[src/rtl/fetch_decode_sequencer.sv]
// rtl/fetch_decode_sequencer.sv - nic8 fetch/decode sequencer driving pc strobes, bus source and load enables
// Two-state fetch/execute machine with terminal HALT; strobes are combinational from state, ir and flags.
module fetch_decode_sequencer #(
  parameter logic [7:0] HALT_OP = 8'hFF,
  parameter int         NUM_DST = 5
) (
  input  logic               clk,
  input  logic               reset,
  input  logic [7:0]         rom_data,
  input  logic               flag_z,
  input  logic               flag_c,
  output logic               do_jump,
  output logic               immediate,
  output logic [2:0]         bus_src,
  output logic [NUM_DST-1:0] load_en,
  output logic [7:0]         ir,
  output logic               fetching,
  output logic               halted
);

  localparam logic [2:0] SRC_ROM = 3'd5;

  typedef enum logic [1:0] {
    FETCH = 2'd0,
    EXEC  = 2'd1,
    HALT  = 2'd2
  } state_t;

  state_t state, state_next;

  logic [NUM_DST-1:0] dst_onehot;
  logic               taken;
  logic [2:0]         mov_src;

  always_ff @(posedge clk) begin
    if (reset) begin
      state <= FETCH;
      ir    <= 8'h00;
    end else begin
      state <= state_next;
      if (state == FETCH) ir <= rom_data;
    end
  end

  // dst codes beyond the destination count decode to no load
  always_comb begin
    dst_onehot = '0;
    for (int i = 0; i < NUM_DST; i++) begin
      if (ir[2:0] == 3'(i)) dst_onehot[i] = 1'b1;
    end
  end

  always_comb begin
    taken = 1'b0;
    case (ir[1:0])
      2'b00:   taken = 1'b1;
      2'b01:   taken = flag_z;
      2'b10:   taken = flag_c;
      default: taken = ~flag_z;
    endcase
  end

  assign mov_src = (ir[5:3] > 3'd4) ? 3'd0 : ir[5:3];

  always_comb begin
    state_next = state;
    do_jump    = 1'b0;
    immediate  = 1'b0;
    bus_src    = 3'd0;
    load_en    = '0;
    case (state)
      FETCH: begin
        immediate  = 1'b1;
        bus_src    = SRC_ROM;
        state_next = EXEC;
      end
      EXEC: begin
        state_next = FETCH;
        case (ir[7:6])
          2'b00: begin
            bus_src = mov_src;
            load_en = dst_onehot;
          end
          2'b01: begin
            bus_src   = SRC_ROM;
            load_en   = dst_onehot;
            immediate = 1'b1;
          end
          2'b10: begin
            // not-taken jumps still have to step over the target byte
            if (taken) begin
              bus_src = SRC_ROM;
              do_jump = 1'b1;
            end else begin
              immediate = 1'b1;
            end
          end
          default: begin
            if (ir == HALT_OP) state_next = HALT;
          end
        endcase
      end
      HALT: state_next = HALT;
      default: state_next = FETCH;
    endcase
  end

  assign fetching = (state == FETCH);
  assign halted   = (state == HALT);

endmodule

[config.mk]
export PLATFORM = sky130hd
export DESIGN_NAME = fetch_decode_sequencer
export DESIGN_NICKNAME = d
export VERILOG_FILES = /design/src/rtl/fetch_decode_sequencer.sv
export SDC_FILE = /design/constraint.sdc
export NUM_CORES = 1
export LEC_CHECK = 0
export CORE_UTILIZATION = 41
export DETAILED_ROUTE_END_ITERATION = 8
export PLACE_DENSITY = 0.82
export REMOVE_ABC_BUFFERS = 1
export SYNTH_ARGS = -nofsm -noshare
export SYNTH_HDL_FRONTEND = slang
export SYNTH_SLANG_ARGS = --single-unit
[constraint.sdc]
create_clock -name clk -period 4 [get_ports clk]
set_clock_uncertainty 0.1 [all_clocks]
set_input_delay 1 -clock clk [delete_from_list [all_inputs] [get_ports clk]]
set_output_delay 1 -clock clk [all_outputs]
set_load 0.05 [all_outputs]
# Word level (Yosys, flattened, before mapping)
# Cells that the tools add are included.
[totals] reg_bits=10 latchBits=0 ram_bits=0 romBits=0 input_bits=12 wordCells=42 memories=0
[classes] add_sub_neg=0 multipliers=0 div=0 n_lt_le_gt_ge=1 eq_ne=11 shift=0 muxes=21 bitwise_logic=1 reduce_logical=6
[op_table] cell="$mux W5" n=2
[op_table] cell="$mux W1" n=9
[op_table] cell="$pmux W3 S3" n=1
[op_table] cell="$eq A8 B8 Y1 const B" n=1
[op_table] cell="$eq A2 B1 Y1 const B" n=3
[op_table] cell="$eq A2 B2 Y1 const B" n=3
[op_table] cell="$eq A3 B2 Y1 const B" n=2
[op_table] cell="$logic_not A2 Y1" n=3
[op_table] cell="$mux W3" n=2
[op_table] cell="$pmux W2 S3" n=1
[op_table] cell="$pmux W3 S2" n=1
[op_table] cell="$mux W2" n=2
[op_table] cell="$pmux W1 S2" n=2
[op_table] cell="$eq A3 B1 Y1 const B" n=1
[op_table] cell="$eq A3 B3 Y1 const B" n=1
[op_table] cell="$gt A3 B3 Y1 const B" n=1
[op_table] cell="$logic_not A3 Y1" n=1
[op_table] cell="$pmux W1 S3" n=1
[op_table] cell="$reduce_or A3 Y1" n=1
[op_table] cell="$reduce_or A2 Y1" n=1
[op_table] cell="$not A1 Y1" n=1

# Logic depth before layout (Yosys ltp)
[logic_depth] word_depth=5 mapped_depth=6 mapped_depth_nobuf=6

# Worst setup path before layout
# OpenSTA, ideal clock, no wires.
[synth_path] path_type="register -> output" startpoint="register ir[6]" endpoint="output port load_en[0]" arrival_time_ps=2693 required_time_ps=2900 setup_slack_ps=207 stages_incl_launch_ff=4 cell_sequence="dfxtp_1 ha_1 nor2_1 nor4b_1"
[synth_via] elab_chain_cells=4 elab_cells_between_ends=5 classes_between="eq/ne: 1; mux: 2; reduce/logical: 2"
[synth_lines] element="start: declaration" line="16" text="output logic [7:0] ir,"
[synth_lines] element="start signal: assignment" line="41" text="if (state == FETCH) ir <= rom_data;"
[synth_lines] element="$eq A2 B1 Y1 / $logic_not A2 Y1 (equally long branches)" line="79" text="case (ir[7:6])"
[synth_lines] element="$reduce_or A2 Y1 (no line) (*)"
[synth_lines] element="$mux W5 (*)" line="79"
[synth_lines] element="$mux W5 (*)" line="71" text="case (state)"
[synth_lines] element="end: declaration" line="15" text="output logic [NUM_DST-1:0] load_en,"
# Every way passes the cells marked *; elsewhere a longest branch is shown, timed or not.

# Worst setup path in the final report
[layout_path] startpoint="register ir[6]" endpoint="output port load_en[1]"
# The elaborated chain is that of the path after synthesis.

==> flow_summary.toml <==
[detailed_routing]
highest_layer = "met3"
via_count = 656
dr.pass1.iters = 4
wl_met2_um = 788
post_drt_wl_per_cell_um = 12.0
viasPerCell = 5.13
wl_met3_um = 84
drt-met1-wl_um = 657
drtAntennaViolNets = 0
wl_um = 1530
drc = 0
dr.first_iter.drc_count = 8

[critical_path]
r2r_start = "state[0]"
crit_path_max_fanout = 6
arrival_ns = 2.39
crit_start = "ir[6]"
end_kind = "primary output"
worstSetupStartpointType = "flop"
worst_ep_required_time_ns = 2.90
critPathKind = "flop to primary output"

[clocking]
clock-sinks = 10
cts_max_level = 1
clock-root-buffer = "clkbuf_4"
clk_latency_ns = 0.25
clk_transition_reported_paths_ns = 0.06
cts_resized = 0
cts_tree = "built"
cts_hold_buf = 0
cts_buffer_depth = 2
cts_setup_buffers = 0
cts_buffers = 3

[cells_and_area]
fin_util_pct = 72.2
syn_to_final_growth_pct = 57.0
diodes = 0
layout-drive-gt1-share_pct = 14.2
fin_nets = 132

[synthesis]
ys_types = 27
synth-async-reset-ratio_pct = 0
syn-cell-area_um2 = 628
ys_seq_area_share_pct = 31.9
ys_warn_count = 0
synth_edf_count = 0
yosys_register_bits = 10
yosys.area.top_type = "dfxtp_1"
synth_area_leaders = "dfxtp_1, nand2_1, ha_1"
syn_area_per_cell_um2 = 7.75
synth_top_area_share_pct = 31.9
synthCells = 81
yosys_most_used_dff = "dfxtp_1"

[global_routing]
grt_pass1_vias = 577
grt_antenna_before_repair = 0
grt_start_max_net_pins = 12
grtUsageTotal_pct = 19.5
grt_pass1_wl_um = 2240
gr-total-overflow = 0

[timing]
finalHoldViolations = 0
worst_pin_slew_ns = 0.503
slew_viol_final = 0
relSlewSlack_pct = 66.4
rsz0062_at_grt = "false"
setup_tns_ns = 0
max_freq_mhz = 287
period_share_pct = 87.2
period_needed_ns = 3.49
final-setup-viol-count = 0

[run]
maxCapViolCount = 0

[power]
powerDensity_nw_per_um2 = 290
power_leakage_uw = 0.000388
peakVddDrop_uv = 241

[min_path]
hp-class = "flop to flop"
hold_start = "ir[4]"

[run_status]
status = "completed"

[floorplan]
core-area_um2 = 1370
ios = 32
dieWidth_um = 41.1
dieHeight_um = 41.1
die_area_um2 = 1690
rows = 13
start_util_pct = 46.0

[placed_design]
gp_congestion = 0.812
io_buffers = 31
post-dp-hpwl_um = 1250
final timing paths:
path / end / slack (ns) / cells after the start
max: load_en[1] / 0.51 / 6
min: ir[4] / 0.41 / 2
max reg2reg: ir[5] / 2.39 / 4
min reg2reg: ir[4] / 0.41 / 2
routing by layer:
layer	up-vias	GRT usage, %
met5	-	0
met3	0	3.26
li1	343	-
met2	23	37.5
met1	290	21.1
met4	0	6.45
kinds of logic (layout without fill, tap and decap cells):
family	after synthesis	after routing	share of synthesized area (%)
adder cells (fa/ha/maj)	5	5	9.96
buffers and inverters	5	37	3.19
AO/OA/AOI/OAI	16	16	15.5
AND/OR/NAND/NOR	45	45	39.4
flip-flops	10	10	31.9
power breakdown:
part	total, µW	internal (µW)	leakage, µW	switching [µW]
clock network	61.4	34.3	0.0000138	27.1
logic	109	45.0	0.000292	64.1
registers	116	106	0.0000827	9.98
final cells by class:
type                    instances  area (µm²)
multi-input cells              66         408
flip-flops and latches         10         200
well taps                      15        18.8
clock buffers                   3        22.5
fillers                       111         380
inverters                       3        11.3
repair buffers                 31         325
Yosys cell counts (2+ instances only):
| cell type | instances |
|---|---|
| inv_1 | 2 |
| nand2_1 | 21 |
| a31oi_1 | 2 |
| nand3b_1 | 2 |
| nor2_1 | 6 |
| nor4b_1 | 2 |
| a21oi_1 | 9 |
| nand3_1 | 3 |
| nand2b_1 | 2 |
| ha_1 | 5 |
| dfxtp_1 | 10 |
| nor3b_2 | 2 |
metrics by stage:
step | power, µW | hold WS, ns | instances | area (µm²) | setup WS, ns
after floorplan | 183 | 0.590 | 79 | 619 | 0.207
after global placement | 226 | 0.387 | 125 | 963 | 0.621
after detailed placement | 228 | 0.403 | 125 | 963 | 0.607
after CTS | 291 | 0.417 | 128 | 986 | 0.491
after global routing | 304 | 0.459 | 128 | 986 | 0.349
final | 286 | 0.411 | 128 | 986 | 0.513
state kept, by name, summed over array words and instances (netlist names):
name and count:
state 2, ir 8
cells in the final DEF (no fill, tap or decap), types with 2 or more instances in the layout:
master and count:
nand3b_1 2, dfxtp_1 10, nand2b_1 2, buf_12 2, nor2_1 6, nand2_1 21, ha_1 5, clkbuf_4 3
nor4b_1 2, nor3b_2 2, a31oi_1 2, clkdlybuf4s50_1 27, inv_1 2, a21oi_1 9, nand3_1 3, buf_4 2
worst max-delay path: stages (launching register included):
cell and delay, ns:
dfxtp_1 0.37, inv_1 0.10, ha_1 0.21, nor2_1 0.08, or3_4 0.39, nor3b_2 0.17
clkdlybuf4s50_1 0.81
Power figures use the tool's default switching activity.
